**src/rtl/mem_reduce_unit.sv**
```systemverilog
// -----------------------------------------------------------------------------
// mem_reduce_unit
// DEPTH x DATA_W register file with a host write/read port and a start-triggered
// sequential reducer. The reducer scans mem[lo_addr..hi_addr] (wrapping through
// DEPTH-1 to 0) and returns the sum, unsigned max, unsigned min or the count of
// nonzero words.
//
// Optional feature macro: MEM_REDUCE_SAT_EN
//   defined   : sum/count saturate at 2**ACC_W-1, o_ovf is a sticky clip flag
//   undefined : sum/count wrap modulo 2**ACC_W, o_ovf tied low
//
// Ports:
//   i_clk      system clock, rising edge
//   i_rst      asynchronous active-high reset (clears memory too)
//   i_addr     host read/write address
//   i_we       write enable (ignored while busy)
//   i_din      write data
//   i_re       read enable; o_dout is registered, 1-cycle latency
//   o_dout     read data, held when i_re is low
//   i_start    begin a reduction (sampled only in idle)
//   i_mode     00 sum, 01 max, 10 min, 11 nonzero count
//   i_lo_addr  first address of the range
//   i_hi_addr  last address of the range
//   o_busy     high from the start edge until the return to idle
//   o_done     one-cycle result-valid pulse
//   o_ans      result, held until the next done
//   o_ovf      sticky saturation flag
// -----------------------------------------------------------------------------
module mem_reduce_unit #(
   parameter int DATA_W = 8,
   parameter int ADDR_W = 3,
   parameter int ACC_W  = DATA_W + ADDR_W
) (
   input  logic              i_clk,
   input  logic              i_rst,
   input  logic [ADDR_W-1:0] i_addr,
   input  logic              i_we,
   input  logic [DATA_W-1:0] i_din,
   input  logic              i_re,
   output logic [DATA_W-1:0] o_dout,
   input  logic              i_start,
   input  logic [1:0]        i_mode,
   input  logic [ADDR_W-1:0] i_lo_addr,
   input  logic [ADDR_W-1:0] i_hi_addr,
   output logic              o_busy,
   output logic              o_done,
   output logic [ACC_W-1:0]  o_ans,
   output logic              o_ovf
);

   localparam int DEPTH = 2 ** ADDR_W;

   localparam logic [1:0] S_IDLE  = 2'd0;
   localparam logic [1:0] S_RUN   = 2'd1;
   localparam logic [1:0] S_DRAIN = 2'd2; // last fold settled, result latched on exit
   localparam logic [1:0] S_DONE  = 2'd3;

   localparam logic [1:0] MODE_SUM = 2'b00;
   localparam logic [1:0] MODE_MAX = 2'b01;
   localparam logic [1:0] MODE_MIN = 2'b10;
   localparam logic [1:0] MODE_CNT = 2'b11;

   logic [DATA_W-1:0] r_mem [DEPTH];
   logic [DATA_W-1:0] r_dout;
   logic [1:0]        r_state;
   logic [1:0]        r_mode;
   logic [ADDR_W-1:0] r_ptr;
   logic [ADDR_W-1:0] r_cnt;
   logic [ACC_W-1:0]  r_acc;
   logic [ACC_W-1:0]  r_ans;

   logic              w_busy;
   logic              w_start_ok;
   logic [DATA_W-1:0] w_word;
   logic [ACC_W-1:0]  w_word_ext;
   logic [ACC_W-1:0]  w_addend;
   logic [ACC_W-1:0]  w_sum;
   logic [ACC_W-1:0]  w_acc_next;
   logic [ACC_W-1:0]  w_acc_init;

   assign w_busy     = (r_state != S_IDLE);
   assign w_start_ok = (r_state == S_IDLE) && i_start;
   assign w_word     = r_mem[r_ptr];
   assign w_word_ext = ACC_W'(w_word);
   assign w_addend   = (r_mode == MODE_CNT) ? ACC_W'(w_word != '0) : w_word_ext;

`ifdef MEM_REDUCE_SAT_EN
   logic [ACC_W:0] w_sum_full;
   logic           w_clip;
   logic           r_ovf;

   assign w_sum_full = {1'b0, r_acc} + {1'b0, w_addend};
   assign w_clip     = w_sum_full[ACC_W] && ((r_mode == MODE_SUM) || (r_mode == MODE_CNT));
   assign w_sum      = w_sum_full[ACC_W] ? '1 : w_sum_full[ACC_W-1:0];

   always_ff @(posedge i_clk or posedge i_rst) begin
      if (i_rst) begin
         r_ovf <= 1'b0;
      end else if (w_start_ok) begin
         r_ovf <= 1'b0;
      end else if ((r_state == S_RUN) && w_clip) begin
         r_ovf <= 1'b1;
      end
   end

   assign o_ovf = r_ovf;
`else
   assign w_sum = r_acc + w_addend;
   assign o_ovf = 1'b0;
`endif

   always_comb begin
      w_acc_next = w_sum;
      unique case (r_mode)
         MODE_MAX: w_acc_next = (w_word_ext > r_acc) ? w_word_ext : r_acc;
         MODE_MIN: w_acc_next = (w_word_ext < r_acc) ? w_word_ext : r_acc;
         default:  w_acc_next = w_sum;
      endcase
   end

   // Min starts from the largest possible word so the first element always wins.
   assign w_acc_init = (i_mode == MODE_MIN) ? ACC_W'({DATA_W{1'b1}}) : '0;

   // Memory and read port
   always_ff @(posedge i_clk or posedge i_rst) begin
      if (i_rst) begin
         for (int i = 0; i < DEPTH; i++) begin
            r_mem[i] <= '0;
         end
         r_dout <= '0;
      end else begin
         if (i_we && !w_busy) begin
            r_mem[i_addr] <= i_din;
         end
         // Non-blocking read returns pre-write data on a same-address collision.
         if (i_re) begin
            r_dout <= r_mem[i_addr];
         end
      end
   end

   // Reducer control and datapath
   always_ff @(posedge i_clk or posedge i_rst) begin
      if (i_rst) begin
         r_state <= S_IDLE;
         r_mode  <= MODE_SUM;
         r_ptr   <= '0;
         r_cnt   <= '0;
         r_acc   <= '0;
         r_ans   <= '0;
      end else begin
         case (r_state)
            S_IDLE: begin
               if (i_start) begin
                  r_mode  <= i_mode;
                  r_ptr   <= i_lo_addr;
                  // Modular difference gives N-1 directly, including wrapped ranges.
                  r_cnt   <= i_hi_addr - i_lo_addr;
                  r_acc   <= w_acc_init;
                  r_state <= S_RUN;
               end
            end
            S_RUN: begin
               r_acc <= w_acc_next;
               r_ptr <= r_ptr + 1'b1;
               if (r_cnt == '0) begin
                  r_state <= S_DRAIN;
               end else begin
                  r_cnt <= r_cnt - 1'b1;
               end
            end
            S_DRAIN: begin
               r_ans   <= r_acc;
               r_state <= S_DONE;
            end
            default: begin
               r_state <= S_IDLE;
            end
         endcase
      end
   end

   assign o_dout = r_dout;
   assign o_busy = w_busy;
   assign o_done = (r_state == S_DONE);
   assign o_ans  = r_ans;

endmodule

```
**config.mk**
```make
export PLATFORM = sky130hd
export DESIGN_NAME = mem_reduce_unit
export DESIGN_NICKNAME = d
export VERILOG_FILES = /design/src/rtl/mem_reduce_unit.sv
export SDC_FILE = /design/constraint.sdc
export NUM_CORES = 1
export LEC_CHECK = 0
export BUFFER_PORTS_ARGS = -buffer_cell sky130_fd_sc_hd__buf_2
export CAP_MARGIN = 10
export CORE_ASPECT_RATIO = 0.6
export CORE_MARGIN = 2
export CORE_UTILIZATION = 35
export DETAILED_ROUTE_END_ITERATION = 16
export PLACE_DENSITY = 0.51
export SYNTH_ARGS = -nofsm -noshare
export SYNTH_HDL_FRONTEND = slang
export SYNTH_SLANG_ARGS = --single-unit
```
**constraint.sdc**
```tcl
create_clock -name i_clk -period 4.9 [get_ports i_clk]
set_clock_uncertainty 0.05 [all_clocks]
set_input_delay 0.245 -clock i_clk [delete_from_list [all_inputs] [get_ports i_clk]]
set_output_delay 0.245 -clock i_clk [all_outputs]
set_load 0.005 [all_outputs]
```
Word-level counts from Yosys, hierarchy flattened. Index checks and enable logic that the tools add are counted.

$add $sub $neg: 4. Reductions and logical operators: 13. Muxes and demuxes: 24. Magnitude comparators: 5. Eq/ne operators: 12. Bitwise logic cells: 2.

Operators by type and width (count): $bwmux W64 (1); $mux W8 (7); $bmux W8 S3 (2); $pmux W11 S2 (2); $mux W11 (3); $demux W8 S3 (1); $pmux W3 S2 (2); $add A11 B8 Y11 (1); $gt A8 B11 Y1 (1); $lt A8 B11 Y1 (1); $eq A2 B2 Y1 const B (5); $mux W3 (3); $ge A4 B4 Y1 const B (2); $not A3 Y4 (2); $reduce_bool A8 Y1 (1); $ne A2 B2 Y1 const B (3); $ne A3 B3 Y1 const B (2); $pmux W2 S3 (1); $reduce_and A2 Y1 (3); $eq A2 B1 Y1 const B (2); $lt A4 B1 Y1 const B (1); $mux W2 (2); $reduce_and A4 Y1 (1); $reduce_bool A2 Y1 (2); 8 further kinds (9).

Input port bits: 24. Bits in registers: 104. Word-level logic and storage cells: 75.

Longest topological paths before layout. Gate-level depths: netlist (run 1).

Depth after elaboration: 9. Gate-level depth with buffers: 16.

Worst setup path before layout (run 1). Ideal clock, no wire load.

Path type: register to register. From: register r_ptr[0]. To: register r_acc[10]. Clock period less this slack: 3.323 ns. Arrival time: 3.152 ns. Buffers on the path: 2. Stages on the path, launching flop included: 17. Slack: 1.577 ns. Cells stage by stage: dfrtp_1 > buf_6 > buf_6 > mux4_2 > mux2i_1 > nand4_1 > o41ai_2 > nand2_1 > ha_1 > inv_1 > fa_1 > nor2b_1 > o31a_1 > o21ai_1 > a21oi_1 > nor3b_1 > o22a_1.

Word-level cells in the longest chain between the ends: 9. Elaborated cells on any way between the ends: 14. Classes of those cells: add/sub (1); order compare (2); eq/ne (2); mux (6); bitwise (1); reduce/logical (2).

Ends and longest elaborated chain: start, declared (line 67) `logic [ADDR_W-1:0] r_ptr;`; start signal, assigned (line 156) `r_ptr <= i_lo_addr;`; start signal, assigned (line 165) `r_ptr <= r_ptr + 1'b1;`; $not A3 Y4 (not written as such) (*) (line 83) `assign w_word = r_mem[r_ptr];`; $bmux W8 S3 (*) (line 83); $mux W8 (not written as such) (*) (2 in a row) (line 83); $reduce_bool A8 Y1 (line 85) `assign w_addend = (r_mode == MODE_CNT) ? ACC_W'(w_word != '0) : w_word_ext;`; $mux W8 (line 85); $add A11 B8 Y11 (line 108) `assign w_sum = r_acc + w_addend;`; $pmux W11 S2 (line 114) `unique case (r_mode)`; $pmux W11 S2 (line 152) `case (r_state)`; end signal, assigned (line 159) `r_acc <= w_acc_init;`; end signal, assigned (line 164) `r_acc <= w_acc_next;`; end, declared (line 69) `logic [ACC_W-1:0] r_acc;`.

Every way passes the cells marked *; elsewhere a longest branch is shown, timed or not. The select of a mux whose other input is x is not followed. A chain may end at the register's enable or synchronous reset.

Worst setup path in the final report (run 1).
From: register r_ptr[0]. To: register r_acc[7].

The elaborated chain is that of the path after synthesis.

==> run_results.csv, run 1 <==
group,metric,value,unit
status,outcome,"complete, no violations",
synthesis,synthMuxAreaShare,0.300,
timing,slew_violations,0,
detailed_routing,drtIter0Drc,250,
setup_path,worst_ep_arrival_time,4330,ps
floorplanning,die_h,105,µm
power,pwr-share-clk,0.147,
grt,grt_usage,0.170,
layout,antenna_cells,0,
synthesis,synthAdderAreaFrac,0.0653,
grt,grt_pass1_vias,4108,
power,switching_share,0.405,
power,finalPower,4900,µW
setup_path,critPathTopFamily,"multiplexers",
timing,finalHoldViolCount,0,
detailed_routing,routed-via-count,4058,
power,power_switching,1980,µW
setup_path,critPathMaxFanout,15,
timing,worstMarginPinSlew,1140,ps
placed_design,dp_hpwl,10500,µm
job,max-cap-violations,0,
timing,fin_tns_setup,0,ps
setup_path,critPathKind,"reg2reg",
synthesis,synth_compound_area_frac,0.0872,
timing,timing.final.crit_share,0.847,
cts,path_clk_slew,80,ps
placed_design,gp_congestion,0.862,
grt,grt_start_max_net_pins,73,
floorplanning,io_pins,46,
placed_design,port_buffers,44,
cts,htreeDepth,3,
power,p_leak,0.00296,µW
power,p_int,2920,µW
detailed_routing,highest_layer,"met4",
detailed_routing,wl_per_cell,19.4,µm
cts,cts_sinks,104,
synthesis,async_reset_ff_frac,1.00,
grt,grt_first_pass_wirelength,23700,µm
timing,fmax,241,MHz
grt,grt-ovfl-total,0,
cts,cts_buffer_depth,2,
detailed_routing,ant_nets,0,
cts,postCtsHoldBufs,0,
synthesis,yosys.area_share.simple,0.0669,
layout,syn_to_final_growth,12.0,%
setup_path,crit_path_top_delay_cell,"a311oi_4",
grt,antenna_found_initial,0,
setup_path,slowest_delay,690,ps
placed_design,dp_slack,720,ps
setup_path,path_cells,"buf_4, mux4_2, mux2i_1, inv_1, ha_1, nand4_1, a21o_1, a211o_1, a311oi_4, mux2_2",
floorplanning,fp.dieW,173,µm
detailed_routing,drc,0,
layout,fill_cells,1579,
synthesis,syn_nets,537,
detailed_routing,wl_met1,7920,µm
synthesis,ys_ff_latch,104,
timing,setup_violations,0,
detailed_routing,met3_length,758,µm
floorplanning,start_util,0.363,
power,p_seq_frac,0.333,
synthesis,synth.cell_area,5980,µm²
timing,period_needed,4150,ps
setup_path,ff2ff_setup_slack,750,ps
synthesis,synth_edf_count,0,
detailed_routing,route.met2.wl,5810,µm
layout,layout-drive-gt1-share,0.345,
timing,rsz0062_at_grt,"false",
synthesis,synthCells,483,
cts,cts_tree,"built",
min_path,hold_path_class,"in2async",
layout,ff_latch_area,2600,µm²
setup_path,required,5080,ps
detailed_routing,drt-pass1-iter-count,4,
floorplanning,row_count,36,
detailed_routing,routed_wl,14600,µm
layout,multiInputGateArea,3150,µm²
cts,postCtsSetupRepairBufs,0,
cts,insertion_delay,350,ps
setup_path,endpoint_kind,"flip-flop",
layout,final_nets,574,
floorplanning,die_area,18200,µm²
synthesis,seq_area_frac_synth,0.435,
synthesis,synth_top_family_by_area,"multiplexers",
synthesis,synth_flop_cell,"dfrtp_1",
cts,cts_root_buf,"clkbuf_16",
power,vdd_ir_drop_max,0.000250,V
cts,post_cts.resized_instances,0,
synthesis,yosysUniqueCellTypes,51,
setup_path,crit_buf_inv,2,
detailed_routing,via_per_inst,5.39,
synthesis,syn_avg_cell_area,12.4,µm²
synthesis,synth_xor_area_frac,0.00732,
timing,post-route-worst-setup-slack,749,ps
cts,cts_made_buffers,9,
floorplanning,core-area,16500,µm²
power,power_per_cell_area,731,nW/µm²
power,p_comb_frac,0.520,
setup_path,cp-start-kind,"flip-flop",
timing,slew_headroom,0.236,
synthesis,yosys_warnings,0,
## logic make-up after synthesis
logic type,Yosys count
DFF,104
xor gates and xnor gates,5
muxes,129
AOI/OAI and AO/OA,79
and+or+nand+nor,84
adders and majority gates,30
other,1
buffers and inverters,51
## power groups by stage
| stage | sequential [µW] | combinational (µW) | clock [µW] |
|---|---|---|---|
| 5_1_grt | 1690 | 2840 | 783 |
| 3_3_place_gp | 1630 | 2500 | 0 |
| 6_report | 1630 | 2550 | 723 |
| 3_5_place_dp | 1640 | 2540 | 0 |
| 2_1_floorplan | 1480 | 2060 | 0 |
| 4_1_cts | 1630 | 2550 | 751 |
## cell usage in the layout (no fill, tap or decap), types with 4 or more instances in the layout
master	instances
o21a_1	5
xnor2_1	4
mux4_2	32
mux2_2	79
nor3b_1	4
ha_1	28
dfrtp_1	104
a21o_1	4
o22ai_1	4
inv_1	27
nor2_1	30
clkbuf_16	9
nand3_1	7
nand4_1	5
o211ai_1	4
mux2i_1	16
buf_2	44
o21ai_0	12
o21ai_1	5
nand2_1	20
nor2b_1	4
a21oi_1	24
## area by class of cell
class,instances,area share
clock buffer,10,0.0357
clock inverter,6,0.00934
inverter,30,0.0172
multi-input combinational,328,0.471
sequential,104,0.388
tap,228,0.0426
timing repair buffer,47,0.0362
## synthesized netlist by cell type, types with 2 or more instances
library cell / number / area share
dfrtp_1: 104 / 0.44
xnor2_1: 4 / 0.0059
a31oi_1: 3 / 0.0031
mux2i_1: 16 / 0.027
or2_2: 2 / 0.0021
inv_1: 28 / 0.018
nor2_1: 30 / 0.019
fa_1: 2 / 0.0067
a21o_1: 4 / 0.0050
nor3_1: 2 / 0.0017
nand2b_1: 3 / 0.0031
buf_2: 6 / 0.0050
o21a_1: 5 / 0.0063
a22o_1: 2 / 0.0029
mux2_2: 79 / 0.15
nand3_1: 7 / 0.0059
ha_1: 28 / 0.059
buf_6: 3 / 0.0056
o211ai_1: 4 / 0.0050
a211o_1: 2 / 0.0029
or3_1: 2 / 0.0021
and2_1: 2 / 0.0021
o21ai_1: 5 / 0.0042
nand2_1: 20 / 0.013
clkbuf_1: 8 / 0.0050
buf_1: 3 / 0.0019
a21oi_1: 24 / 0.020
nand4_1: 5 / 0.0052
a21boi_0: 3 / 0.0038
mux4_2: 32 / 0.12
o22ai_1: 4 / 0.0042
a211oi_1: 3 / 0.0038
nor3b_1: 4 / 0.0050
nor2b_1: 4 / 0.0042
nand3b_1: 2 / 0.0025
o21ai_0: 12 / 0.010
mux2_1: 2 / 0.0038
## state kept, by name, indices dropped and copies added, names as in the netlist
register and cells:
r_acc 11, r_mode 2, o_dout 8, r_mem 64, r_ptr 3, r_cnt 3, r_state 2, o_ans 11
## worst register-to-register path: stages, from the launching register on
cell	delay, ps
dfrtp_1	550
buf_4	340
mux4_2	560
mux2i_1	420
inv_1	90
ha_1	310
nand4_1	120
a21o_1	200
a211o_1	310
a311oi_4	690
mux2_2	410
## worst paths after layout
path / from / to / cells past startpoint
max in group asynchronous: i_rst / r_mem[60] / 3
worst max register to register: r_ptr[0] / r_acc[7] / 10
worst max-delay path: r_ptr[0] / r_acc[7] / 10
worst min-delay path: i_rst / r_mem[30] / 2
min in group i_clk: i_mode[0] / r_mode[0] / 2
worst min register to register: o_ans[0] / o_ans[0] / 1
## layer usage
layer | track usage | vias up
met2 | 0.234 | 98
li1 | - | 1858
met1 | 0.271 | 2091
met5 | 0 | -
met4 | 0.0309 | 0
met3 | 0.0397 | 11
## metrics by stage
stage | utilization | hold slack, ps | cell area [µm²] | instances
floorplan | - | 327 | 5980 | 483
CTS | 0.406 | 82.6 | 6700 | 753
finish | 0.406 | 51.3 | 6700 | 753
global route | 0.406 | 94.5 | 6700 | 753
global placement | 0.388 | 435 | 6400 | 737
detailed placement | 0.388 | 441 | 6400 | 737
Note: power is estimated with default switching activity, not from simulation.
==> run 2: changes to the inputs <==
--- a/config.mk
+++ b/config.mk
@@ -11,7 +11,7 @@
 export CORE_MARGIN = 2
 export CORE_UTILIZATION = 35
 export DETAILED_ROUTE_END_ITERATION = 16
-export PLACE_DENSITY = 0.51
+export PLACE_DENSITY = 0.53
 export SYNTH_ARGS = -nofsm -noshare
 export SYNTH_HDL_FRONTEND = slang
 export SYNTH_SLANG_ARGS = --single-unit
==> constraint.sdc (replaced) <==
create_clock -name i_clk -period 3.7 [get_ports i_clk]
set_clock_uncertainty 0.05 [all_clocks]
set_input_delay 0.185 -clock i_clk [delete_from_list [all_inputs] [get_ports i_clk]]
set_output_delay 0.185 -clock i_clk [all_outputs]
set_load 0.005 [all_outputs]
==> run 2 against run 1 <==
Against the previous run:
- the run now ends with negative hold slack left
- fmax increased by 18%
- non-clock buffer count increased by 19
- clock power increased by 35%
- combinational power increased by 49%
- die area unchanged
- utilization increased by 1.3 points
- worst hold slack got worse by 60 ps
- highest routed layer unchanged
==> run_results.csv, run 2 (synthesis gave the netlist of run 1 again) <==
group,metric,value,unit
placed_design,dp_hpwl,10700,µm
timing,holdWs,-8.42,ps
cts,cts_sinks,104,
setup_path,endpoint_kind,"flip-flop",
power,vdd_ir_drop_max,0.000353,V
layout,top_register,"r_mem",
cts,cts_tree,"built",
floorplanning,fp.dieW,173,µm
layout,layout-drive-gt1-share,0.379,
grt,grt_pass1_vias,4130,
power,p_leak,0.00306,µW
detailed_routing,ant_nets,0,
grt,grt-ovfl-total,0,
timing,slew_headroom,0.270,
min_path,hold_path_class,"in2async",
cts,cts_made_buffers,9,
timing,rsz0062_at_grt,"false",
layout,largest_reg_flops,64,
layout,layout_common_cells,"dfrtp_1, mux2_2, buf_2, mux4_2, nor2_1",
setup_path,required,3890,ps
placed_design,port_buffers,44,
floorplanning,io_pins,46,
power,switching_share,0.393,
timing,period_needed,3510,ps
grt,antenna_found_initial,0,
timing,finalHoldViolCount,16,
detailed_routing,drc,0,
layout,layout_commonest_cell,"dfrtp_1",
power,p_comb_frac,0.549,
detailed_routing,drtIter0Drc,184,
layout,final_nets,593,
grt,use_met3,0.0321,
setup_path,r2r_end,"r_acc[10]",
status,violations,"negative hold slack",
layout,fin_util,0.419,
timing,fmax,285,MHz
setup_path,critPathKind,"reg2reg",
floorplanning,die_area,18200,µm²
cts,insertion_delay,350,ps
power,power_switching,2720,µW
cts,path_clk_slew,70,ps
layout,syn_to_final_growth,15.6,%
detailed_routing,wl_per_cell,18.8,µm
timing,setup_violations,0,
power,pwr-share-clk,0.142,
floorplanning,die_h,105,µm
status,outcome,"complete, but fails checks",
grt,grt_usage,0.167,
grt,grtUsageMet2,0.225,
cts,htreeDepth,3,
detailed_routing,via_per_inst,5.33,
layout,antenna_cells,0,
job,max-cap-violations,0,
cts,cts_buffer_depth,2,
cts,cts_root_buf,"clkbuf_16",
detailed_routing,routed_wl,14500,µm
power,p_int,4200,µW
setup_path,crit-reg2reg-launch,"r_ptr[0]",
placed_design,gp_congestion,0.835,
floorplanning,start_util,0.363,
setup_path,ff2ff_path_depth,14,
floorplanning,core-area,16500,µm²
setup_path,ff2ff_setup_slack,190,ps
timing,fin_tns_setup,0,ps
detailed_routing,drt-pass1-iter-count,4,
timing,worstMarginPinSlew,1090,ps
setup_path,critPathMaxFanout,12,
setup_path,cp-start-kind,"flip-flop",
grt,grt_first_pass_wirelength,23400,µm
setup_path,worst_ep_arrival_time,3700,ps
cts,postCtsHoldBufs,0,
floorplanning,row_count,36,
grt,grt_start_max_net_pins,79,
power,power_per_cell_area,1000,nW/µm²
grt,gr-usage-met1,0.268,
timing,timing.final.crit_share,0.949,
grt,grt_busiest_layer,"met1",
timing,slew_violations,0,
power,p_seq_frac,0.310,
detailed_routing,routed-via-count,4110,
## run 2: metrics by stage
step,std cells,hold slack [ps],total power [µW],setup slack (ps),cell area [µm²]
5_1_grt,771,49.0,7500,1.24,6910
2_1_floorplan,483,267,4680,377,5980
3_5_place_dp,751,413,5700,96.6,6520
4_1_cts,766,43.1,6710,60.5,6810
3_3_place_gp,751,399,5620,206,6520
6_report,771,-8.42,6910,190,6910
## run 2: routing by layer
metal / part of all wire / wire [µm]
met3: 0.055 / 794
met5: 0 / 0
met1: 0.53 / 7700
met2: 0.40 / 5840
met4: 0.0098 / 142
## run 2: final cells by class
class	instances	area [µm²]
flip-flops and latches	104	2600
multi-input cells	328	3210
repair buffers	66	402
fillers	1589	9570
clock buffers	11	243
inverters	30	115
well taps	228	285
clock inverters	4	52.6
## run 2: how the worst max path moves through the flow
stage / slack [ps] / cells past startpoint / end / from
2_1_floorplan: 380 / 16 / r_acc[10] / r_ptr[0]
3_3_place_gp: 210 / 15 / r_acc[10] / r_ptr[0]
3_5_place_dp: 100 / 16 / r_acc[10] / r_ptr[0]
4_1_cts: 60 / 15 / r_acc[10] / r_ptr[0]
5_1_grt: 1 / 16 / r_acc[6] / r_ptr[0]
6_report: 190 / 14 / r_acc[10] / r_ptr[0]
## run 2: power groups by stage
stage	Combinational, µW	Sequential [µW]	Clock [µW]
final	3790	2140	979
after global routing	4230	2220	1050
after CTS	3580	2120	1010
after detailed placement	3560	2140	0
after global placement	3490	2130	0
after floorplan	2730	1960	0
## run 2: worst max-delay path, cell delays in order (launching register included)
cell and delay (ps):
dfrtp_1 410, buf_12 180, mux4_2 520, mux2_2 340
o41ai_2 350, nand2_1 100, ha_2 200, inv_1 70
fa_2 200, nor2b_1 50, o31a_1 260, o21ai_2 170
a21oi_1 150, nor3b_1 170, o22a_1 180
## run 2: what timing repair did
action                                  4_1_cts  5_1_grt
buffers inserted                              0        5
endpoints found under the setup margin        0        3
resized for setup                             0       14
